<file path="src/rtl/boot_loader_if.sv">
// Boot loader bus bundle: source (boot ROM/flash) read handshake and main-memory write port.
// The master side is the boot loader; the slave side is the ROM/memory subsystem.
interface boot_loader_if #(
    parameter int unsigned DATA_W = 32,
    parameter int unsigned ADDR_W = 32,
    parameter int unsigned SRC_AW = 11
);
    logic              src_req;
    logic [SRC_AW-1:0] src_idx;
    logic              src_valid;
    logic [DATA_W-1:0] src_data;
    logic              mem_wen;
    logic [ADDR_W-1:0] mem_waddr;
    logic [DATA_W-1:0] mem_wdata;
    logic              mem_wready;

    modport master (
        output src_req, src_idx, mem_wen, mem_waddr, mem_wdata,
        input  src_valid, src_data, mem_wready
    );

    modport slave (
        input  src_req, src_idx, mem_wen, mem_waddr, mem_wdata,
        output src_valid, src_data, mem_wready
    );
endinterface

</file>
<file path="src/rtl/boot_loader.sv">
// Boot loader: holds the core in reset, copies IMG_WORDS words from boot ROM into memory at BOOT_BASE.
// Optional BOOT_CHECKSUM_EN: compare the sum of copied words against the word at source index IMG_WORDS.
module boot_loader #(
    parameter int unsigned       DATA_W    = 32,
    parameter int unsigned       ADDR_W    = 32,
    parameter logic [ADDR_W-1:0] BOOT_BASE = ADDR_W'(32'h8000_0000),
    parameter int unsigned       IMG_WORDS = 1024,
    parameter int unsigned       SRC_AW    = 11,
    parameter int unsigned       RST_HOLD  = 4
) (
    input  logic          clk,
    input  logic          global_rst,
    output logic          init_rst,
    output logic          boot_done,
    output logic          boot_err,
    boot_loader_if.master bus
);

    localparam logic [SRC_AW-1:0] LAST_IDX  = SRC_AW'(IMG_WORDS - 1);
    localparam logic [7:0]        HOLD_LAST = 8'(RST_HOLD - 1);

    typedef enum logic [2:0] {
        S_HOLD  = 3'd0,
        S_READ  = 3'd1,
        S_WAIT  = 3'd2,
        S_WRITE = 3'd3,
        S_DONE  = 3'd4,
        S_ERR   = 3'd5
`ifdef BOOT_CHECKSUM_EN
        ,
        S_CHECK = 3'd6
`endif
    } state_t;

    state_t            state;
    logic [7:0]        hold_cnt;
    logic [SRC_AW-1:0] idx;
    logic              src_req_q;
    logic              mem_wen_q;
    logic [ADDR_W-1:0] waddr_q;
    logic [DATA_W-1:0] wdata_q;
`ifdef BOOT_CHECKSUM_EN
    logic [DATA_W-1:0] sum;
    logic              err_q;
`endif

    // Sequencer: src_req is a one-cycle strobe raised on entry to READ (or CHECK)
    always_ff @(posedge clk) begin
        if (global_rst) begin
            state     <= S_HOLD;
            hold_cnt  <= 8'd0;
            idx       <= '0;
            src_req_q <= 1'b0;
            mem_wen_q <= 1'b0;
            init_rst  <= 1'b1;
            boot_done <= 1'b0;
`ifdef BOOT_CHECKSUM_EN
            sum       <= '0;
            err_q     <= 1'b0;
`endif
        end else begin
            src_req_q <= 1'b0;
            case (state)
                S_HOLD: begin
                    if (hold_cnt == HOLD_LAST) begin
                        state     <= S_READ;
                        idx       <= '0;
                        src_req_q <= 1'b1;
                    end else begin
                        hold_cnt <= hold_cnt + 8'd1;
                    end
                end
                S_READ: state <= S_WAIT;
                S_WAIT: begin
                    if (bus.src_valid) begin
                        wdata_q   <= bus.src_data;
                        waddr_q   <= BOOT_BASE + (ADDR_W'(idx) << 2);
                        mem_wen_q <= 1'b1;
                        state     <= S_WRITE;
                    end
                end
                S_WRITE: begin
                    if (bus.mem_wready) begin
                        mem_wen_q <= 1'b0;
`ifdef BOOT_CHECKSUM_EN
                        sum <= sum + wdata_q;
`endif
                        if (idx == LAST_IDX) begin
`ifdef BOOT_CHECKSUM_EN
                            state     <= S_CHECK;
                            idx       <= SRC_AW'(IMG_WORDS);
                            src_req_q <= 1'b1;
`else
                            state     <= S_DONE;
                            init_rst  <= 1'b0;
                            boot_done <= 1'b1;
`endif
                        end else begin
                            idx       <= idx + SRC_AW'(1);
                            state     <= S_READ;
                            src_req_q <= 1'b1;
                        end
                    end
                end
`ifdef BOOT_CHECKSUM_EN
                // First CHECK cycle carries the strobe; the response can only arrive afterwards
                S_CHECK: begin
                    if (!src_req_q && bus.src_valid) begin
                        if (bus.src_data == sum) begin
                            state     <= S_DONE;
                            init_rst  <= 1'b0;
                            boot_done <= 1'b1;
                        end else begin
                            state <= S_ERR;
                            err_q <= 1'b1;
                        end
                    end
                end
`endif
                S_DONE, S_ERR: state <= state;
                default: state <= S_HOLD;
            endcase
        end
    end

`ifdef BOOT_CHECKSUM_EN
    assign boot_err = err_q;
`else
    assign boot_err = 1'b0;
`endif

    assign bus.src_req   = src_req_q;
    assign bus.src_idx   = idx;
    assign bus.mem_wen   = mem_wen_q;
    assign bus.mem_waddr = waddr_q;
    assign bus.mem_wdata = wdata_q;

endmodule
</file>
<file path="src/flat_wrapper.sv">
// flat-port wrapper written by rule: the top's interface ports become plain ports
module boot_loader_flat 
#(
    parameter int unsigned       DATA_W    = 32,
    parameter int unsigned       ADDR_W    = 32,
    parameter logic [ADDR_W-1:0] BOOT_BASE = ADDR_W'(32'h8000_0000),
    parameter int unsigned       IMG_WORDS = 1024,
    parameter int unsigned       SRC_AW    = 11,
    parameter int unsigned       RST_HOLD  = 4
)
  (clk, global_rst, init_rst, boot_done, boot_err, bus_src_req, bus_src_idx, bus_mem_wen, bus_mem_waddr, bus_mem_wdata, bus_src_valid, bus_src_data, bus_mem_wready);
  boot_loader_if #(.DATA_W(DATA_W), .ADDR_W(ADDR_W), .SRC_AW(SRC_AW)) bus_i ();
  input  logic clk;
  input  logic global_rst;
  output logic init_rst;
  output logic boot_done;
  output logic boot_err;
  output wire logic [$bits(bus_i.src_req)-1:0] bus_src_req;
  output wire logic [$bits(bus_i.src_idx)-1:0] bus_src_idx;
  output wire logic [$bits(bus_i.mem_wen)-1:0] bus_mem_wen;
  output wire logic [$bits(bus_i.mem_waddr)-1:0] bus_mem_waddr;
  output wire logic [$bits(bus_i.mem_wdata)-1:0] bus_mem_wdata;
  input wire logic [$bits(bus_i.src_valid)-1:0] bus_src_valid;
  input wire logic [$bits(bus_i.src_data)-1:0] bus_src_data;
  input wire logic [$bits(bus_i.mem_wready)-1:0] bus_mem_wready;
  assign bus_src_req = bus_i.src_req;
  assign bus_src_idx = bus_i.src_idx;
  assign bus_mem_wen = bus_i.mem_wen;
  assign bus_mem_waddr = bus_i.mem_waddr;
  assign bus_mem_wdata = bus_i.mem_wdata;
  assign bus_i.src_valid = bus_src_valid;
  assign bus_i.src_data = bus_src_data;
  assign bus_i.mem_wready = bus_mem_wready;
  boot_loader #(.DATA_W(DATA_W), .ADDR_W(ADDR_W), .BOOT_BASE(BOOT_BASE), .IMG_WORDS(IMG_WORDS), .SRC_AW(SRC_AW), .RST_HOLD(RST_HOLD)) u_core (.clk(clk), .global_rst(global_rst), .init_rst(init_rst), .boot_done(boot_done), .boot_err(boot_err), .bus(bus_i));
endmodule
</file>
<file path="config.mk">
export PLATFORM = sky130hd
export DESIGN_NAME = boot_loader_flat
export DESIGN_NICKNAME = d
export VERILOG_FILES = /design/src/rtl/boot_loader_if.sv /design/src/rtl/boot_loader.sv /design/src/flat_wrapper.sv
export SDC_FILE = /design/constraint.sdc
export NUM_CORES = 1
export LEC_CHECK = 0
export CAP_MARGIN = 10
export CORE_ASPECT_RATIO = 1.75
export CORE_UTILIZATION = 38
export CTS_CLUSTER_SIZE = 24
export DETAILED_ROUTE_END_ITERATION = 6
export DONT_BUFFER_PORTS = 1
export PLACE_DENSITY = 0.61
export SLEW_MARGIN = 20
export SYNTH_ARGS = -nofsm -noshare
export SYNTH_HDL_FRONTEND = slang
export SYNTH_SLANG_ARGS = --single-unit
</file>
<file path="constraint.sdc">
create_clock -name clk -period 5.92 [get_ports clk]
set_clock_uncertainty 0.2 [all_clocks]
set_input_delay 1.184 -clock clk [delete_from_list [all_inputs] [get_ports clk]]
set_output_delay 1.184 -clock clk [all_outputs]
set_load 0.05 [all_outputs]
</file>
Word-level counts from Yosys, hierarchy flattened
Cells that the tools add are included.

operators by class
  add/subtract/negate cells = 3
  reduce and logical (&&, ||, !) cells = 10
  bitwise logic cells = 3
  equality and inequality tests = 11
  mux-type cells = 16

operator list
  kind                    number
  $mux 11                 3
  $add 32x13->32 const A  1
  $pmux 11 s2             1
  $pmux 3 s5              1
  $mux 3                  4
  $add 11x1->11 const B   1
  $eq 11x10->1 const B    1
  $reduce_and 3->1        3
  $add 8x1->8 const B     1
  $eq 8x2->1 const B      1
  $reduce_and 4->1        2
  $eq 3x2->1 const B      2
  $eq 3x3->1 const B      2
  $ne 2x2->1 const B      3
  $mux 1                  5
  $pmux 1 s2              2
  $reduce_bool 2->1       2
  $eq 3x1->1 const B      1
  $logic_not 3->1         1
  $not 1->1               3
  $ne 2x1->1 const B      1
  $reduce_and 2->1        1
  $reduce_or 2->1         1

word-level totals
  bits in registers = 90
  logic and storage cells = 52
  input port bits = 36

Longest topological paths before layout
  word-level depth = 4
  mapped depth = 8
  mapped depth without buffers = 6

Least setup slack after synthesis
No wires, ideal clock.

  kind = input -> register
  from = in global_rst
  to = reg u_core.waddr_q[10] (netlist: u_core.bus.mem_waddr[10]) (enable)
  library setup time = 508 ps
  buffers on the path = 1
  arrival = 4632 ps
  data required time = 5212 ps
  path slack = 580 ps
  stages on the path = 2
  cells stage by stage = clkbuf_1 nor3b_1

between the ends
  longest elaborated chain between the ends = 2

ends and longest elaborated chain
  element                     line                text
  start, declared             flat_wrapper.sv:14  input logic global_rst;
  $not 1->1 (no line)         n/a
  $reduce_and 3->1 (no line)  n/a
  end signal, assigned        boot_loader.sv:77   waddr_q <= BOOT_BASE + (ADDR_W'(idx) << 2);
  end, declared               boot_loader.sv:40   logic [ADDR_W-1:0] waddr_q;

No other way between the ends.
A chain may end at the register's enable or synchronous reset.

Worst setup path in the final report
  from = reg u_core.idx[0] (netlist: u_core.bus.src_idx[0])
  to = reg u_core.idx[7] (netlist: u_core.bus.src_idx[7])

between the ends
  longest elaborated chain between the ends = 4
  elaborated cells on any way between the ends = 7
  those cells by class = add/sub (1); eq/ne (2); mux (3); reduce/logical (1)

ends and longest elaborated chain
  element                 line               text
  start, declared         boot_loader.sv:37  logic [SRC_AW-1:0] idx;
  start signal, assigned  boot_loader.sv:99  idx <= idx + SRC_AW'(1);
  $add 11x1->11           boot_loader.sv:99
  $mux 11                 boot_loader.sv:88  if (idx == LAST_IDX) begin
  $mux 11                 boot_loader.sv:83  if (bus.mem_wready) begin
  $pmux 11 s2             boot_loader.sv:63  case (state)

Parallel ways exist; a longest one is shown, timed or not. The select of a mux whose other input is x is not followed.

==> flow_metrics.env <==
export IMPL_peakVddDrop_uv=174.0
export IMPL_path_max_fanout=13
export IMPL_wl_um=5189
export IMPL_core_area_um2=6907
export IMPL_clk_pin_slew_ns=0.05
export IMPL_hold_slack_ns=0.3198
export IMPL_cp_end_kind="flip-flop"
export IMPL_tightest_slew_ns=0.8031
export IMPL_n_antenna_cell=0
export IMPL_synth_compound_area_share_pct=6.827
export IMPL_ant_nets=0
export IMPL_required_ns=5.98
export IMPL_maxCapViolCount=0
export IMPL_synth_mux_area_fraction_pct=0.3690
export IMPL_setup_viol=0
export IMPL_numCtsBuffers=9
export IMPL_die_h_um=113.8
export IMPL_synth_flop_cell="edfxtp_1"
export IMPL_crit_path_start_kind="flip-flop"
export IMPL_hold_path_class="reg2reg"
export IMPL_yosysUniqueCellTypes=41
export IMPL_vias_per_cell=5.314
export IMPL_power_mw=1.250
export IMPL_cts_tree="yes"
export IMPL_synth_top_cell_by_area="edfxtp_1"
export IMPL_clk_path_buf_depth=2
export IMPL_min_period_over_period_pct=45.02
export IMPL_nNetsFinal=255
export IMPL_io_pins=116
export IMPL_worst_slack_ns=3.255
export IMPL_synthTopCellsByCount="43 x edfxtp_1, 26 x dfxtp_1, 22 x buf_4"
export IMPL_clock_sinks=69
export IMPL_synth_top_cell_area_share_pct=47.60
export IMPL_rsz0062_at_grt="no"
export IMPL_die_area_um2=7493
export IMPL_synth_most_common_cell="edfxtp_1"
export IMPL_rr_worst_depth=6
export IMPL_synth_top_family_by_area="simple AND/OR/NAND/NOR gates"
export IMPL_async_reset_ff_share_pct=0
export IMPL_place_hpwl_um=3644
export IMPL_postSynthRegisterBits=69
export IMPL_synthXorXnorAreaFrac_pct=2.260
export IMPL_setup_worst_path_end="u_core.bus.src_idx[7]"
export IMPL_cts_htree_levels=3
export IMPL_ys_seq_area_share_pct=66.79
export IMPL_area_growth_pct=9.963
export IMPL_synth_area_top_cells="edfxtp_1 48%, dfxtp_1 19%, buf_4 6.1%"
export IMPL_insertion_delay_ns=0.33
export IMPL_synth_edf_count=43
export IMPL_drc=0
export IMPL_drt_iter0_markers=153
export IMPL_finalWeightedCongestion=0.8490
export IMPL_post_cts_buffers=0
export IMPL_r2r_setup_slack_ns=3.25
export IMPL_drt_first_pass_iters=4
export IMPL_antenna_found_initial=0
export IMPL_die_w_um=65.87
export IMPL_fmax_mhz=375.2
export IMPL_pre_cts_ws_ns=3.273
export IMPL_power_density_nw_per_um2=419.0
export IMPL_start_util_pct=39.28
export IMPL_grt_pass1_vias=1503
export IMPL_crit_start="u_core.bus.src_idx[0]"
export IMPL_io_buffers=0
export IMPL_cp_arrival_ns=2.72
export IMPL_tns_ns=0
export IMPL_leakagePower_nw=1.048
export IMPL_track_usage_pct=14.19
export IMPL_final_util_pct=43.19
export IMPL_slew_viol_final=0
export IMPL_wl_per_cell_um=16.96
export IMPL_placementRows=40
export IMPL_critical_path_class="reg2reg"
export IMPL_hold_violations=0
export IMPL_period_minus_slack_ns=2.665
export IMPL_grt_pass1_wl_um=7527
export IMPL_grt_max_degree=45
export IMPL_synthSimpleGateAreaFrac_pct=14.71
export IMPL_cts_root_buf="clkbuf_16"
export IMPL_final_layout_size_suffix_gt1_share_pct=7.658
export IMPL_synth_fa_ha_area_share_pct=0.9225
export IMPL_yosys_warnings=0
export IMPL_status="complete, no violations"
export IMPL_vias=1626
export IMPL_syn_area_um2=2713
export IMPL_reg2reg_from="u_core.bus.src_idx[0]"
export IMPL_slew_headroom_pct=46.39
export IMPL_cts_hold_buf=0
export IMPL_n_fill_cell=634
export IMPL_grt_ovfl_total=0
export IMPL_synthCells=214
export IMPL_synth_avg_cell_area_um2=12.68
export IMPL_cts_resized_gates=0
export IMPL_r2r_end="u_core.bus.src_idx[7]"
per-stage QoR:
step | cell area [um2] | std cells
global placement | 2704 | 290
floorplan | 2788 | 234
global route | 2983 | 306
detailed placement | 2704 | 290
finish | 2983 | 306
CTS | 2983 | 306
placed cells by master (no fill, tap or decap), types with 3 or more instances in the layout:
master,instances
nand2_1,13
o21ai_0,7
clkbuf_16,9
nor2_1,16
nor2b_1,3
inv_1,3
nor3_1,4
a21oi_1,11
and3_1,3
dfxtp_1,26
or4_1,3
conb_1,22
nand3_1,6
xor2_1,5
nand4_1,6
edfxtp_1,43
and4_1,3
clkbuf_1,5
layout make-up:
cell class              count  area [um2]  area share, %
repair buffers              1       7.507         0.2517
clock buffers              14       244.0          8.180
inverters                   3       11.26         0.3775
well taps                  84       105.1          3.523
multi-input cells         133       768.2          25.76
flip-flops and latches     69        1812          60.74
clock inverters             2       35.03          1.174
cells by family after synthesis:
kind of cell / Yosys count
simple gates: 71
flops: 69
buf+inv: 32
compound gates: 30
xor+xnor: 7
fa+ha+maj: 2
other cells: 2
mux: 1
registers in the layout, indices dropped and copies added (netlist names):
signal / cells
u_core.bus.mem_wen: 1
u_core.boot_done: 1
u_core.bus.mem_waddr: 11
u_core.bus.src_req: 1
u_core.bus.src_idx: 11
u_core.state: 3
u_core.bus.mem_wdata: 32
u_core.init_rst: 1
u_core.hold_cnt: 8
where the power goes:
group | total, mW | internal (mW) | switching, mW
combinational | 0.129 | 0.0384 | 0.0905
clock | 0.504 | 0.326 | 0.178
sequential | 0.617 | 0.544 | 0.0732
worst max-delay path: stages (launching register included):
cell and delay [ns]:
dfxtp_1 0.51, ha_1 0.35, and3_1 0.26, and4_1 0.25, or2_1 0.38, or4_1 0.51, a21oi_1 0.14
per-layer routing:
layer,global-route usage (%),part of all wire [%],wire length [um],vias to the layer above
met3,7.200,9.3,480,11
met4,8.116,2.1,108,0
met2,24.22,52,2684,106
met5,0,0,0,-
met1,13.13,37,1917,760
li1,-,-,-,749
worst min path at each step:
| stage | depth (start not counted) | slack (ns) | end | start |
|---|---|---|---|---|
| 2_1_floorplan | 2 | 0.28 | u_core.hold_cnt[1] | u_core.hold_cnt[1] |
| 3_3_place_gp | 2 | 0.30 | u_core.hold_cnt[1] | u_core.hold_cnt[1] |
| 3_5_place_dp | 2 | 0.31 | u_core.hold_cnt[1] | u_core.hold_cnt[1] |
| 4_1_cts | 2 | 0.32 | u_core.hold_cnt[1] | u_core.hold_cnt[1] |
| 5_1_grt | 2 | 0.35 | u_core.hold_cnt[1] | u_core.hold_cnt[1] |
| 6_report | 2 | 0.32 | u_core.hold_cnt[1] | u_core.hold_cnt[1] |
(Power assumes the default switching activity.)
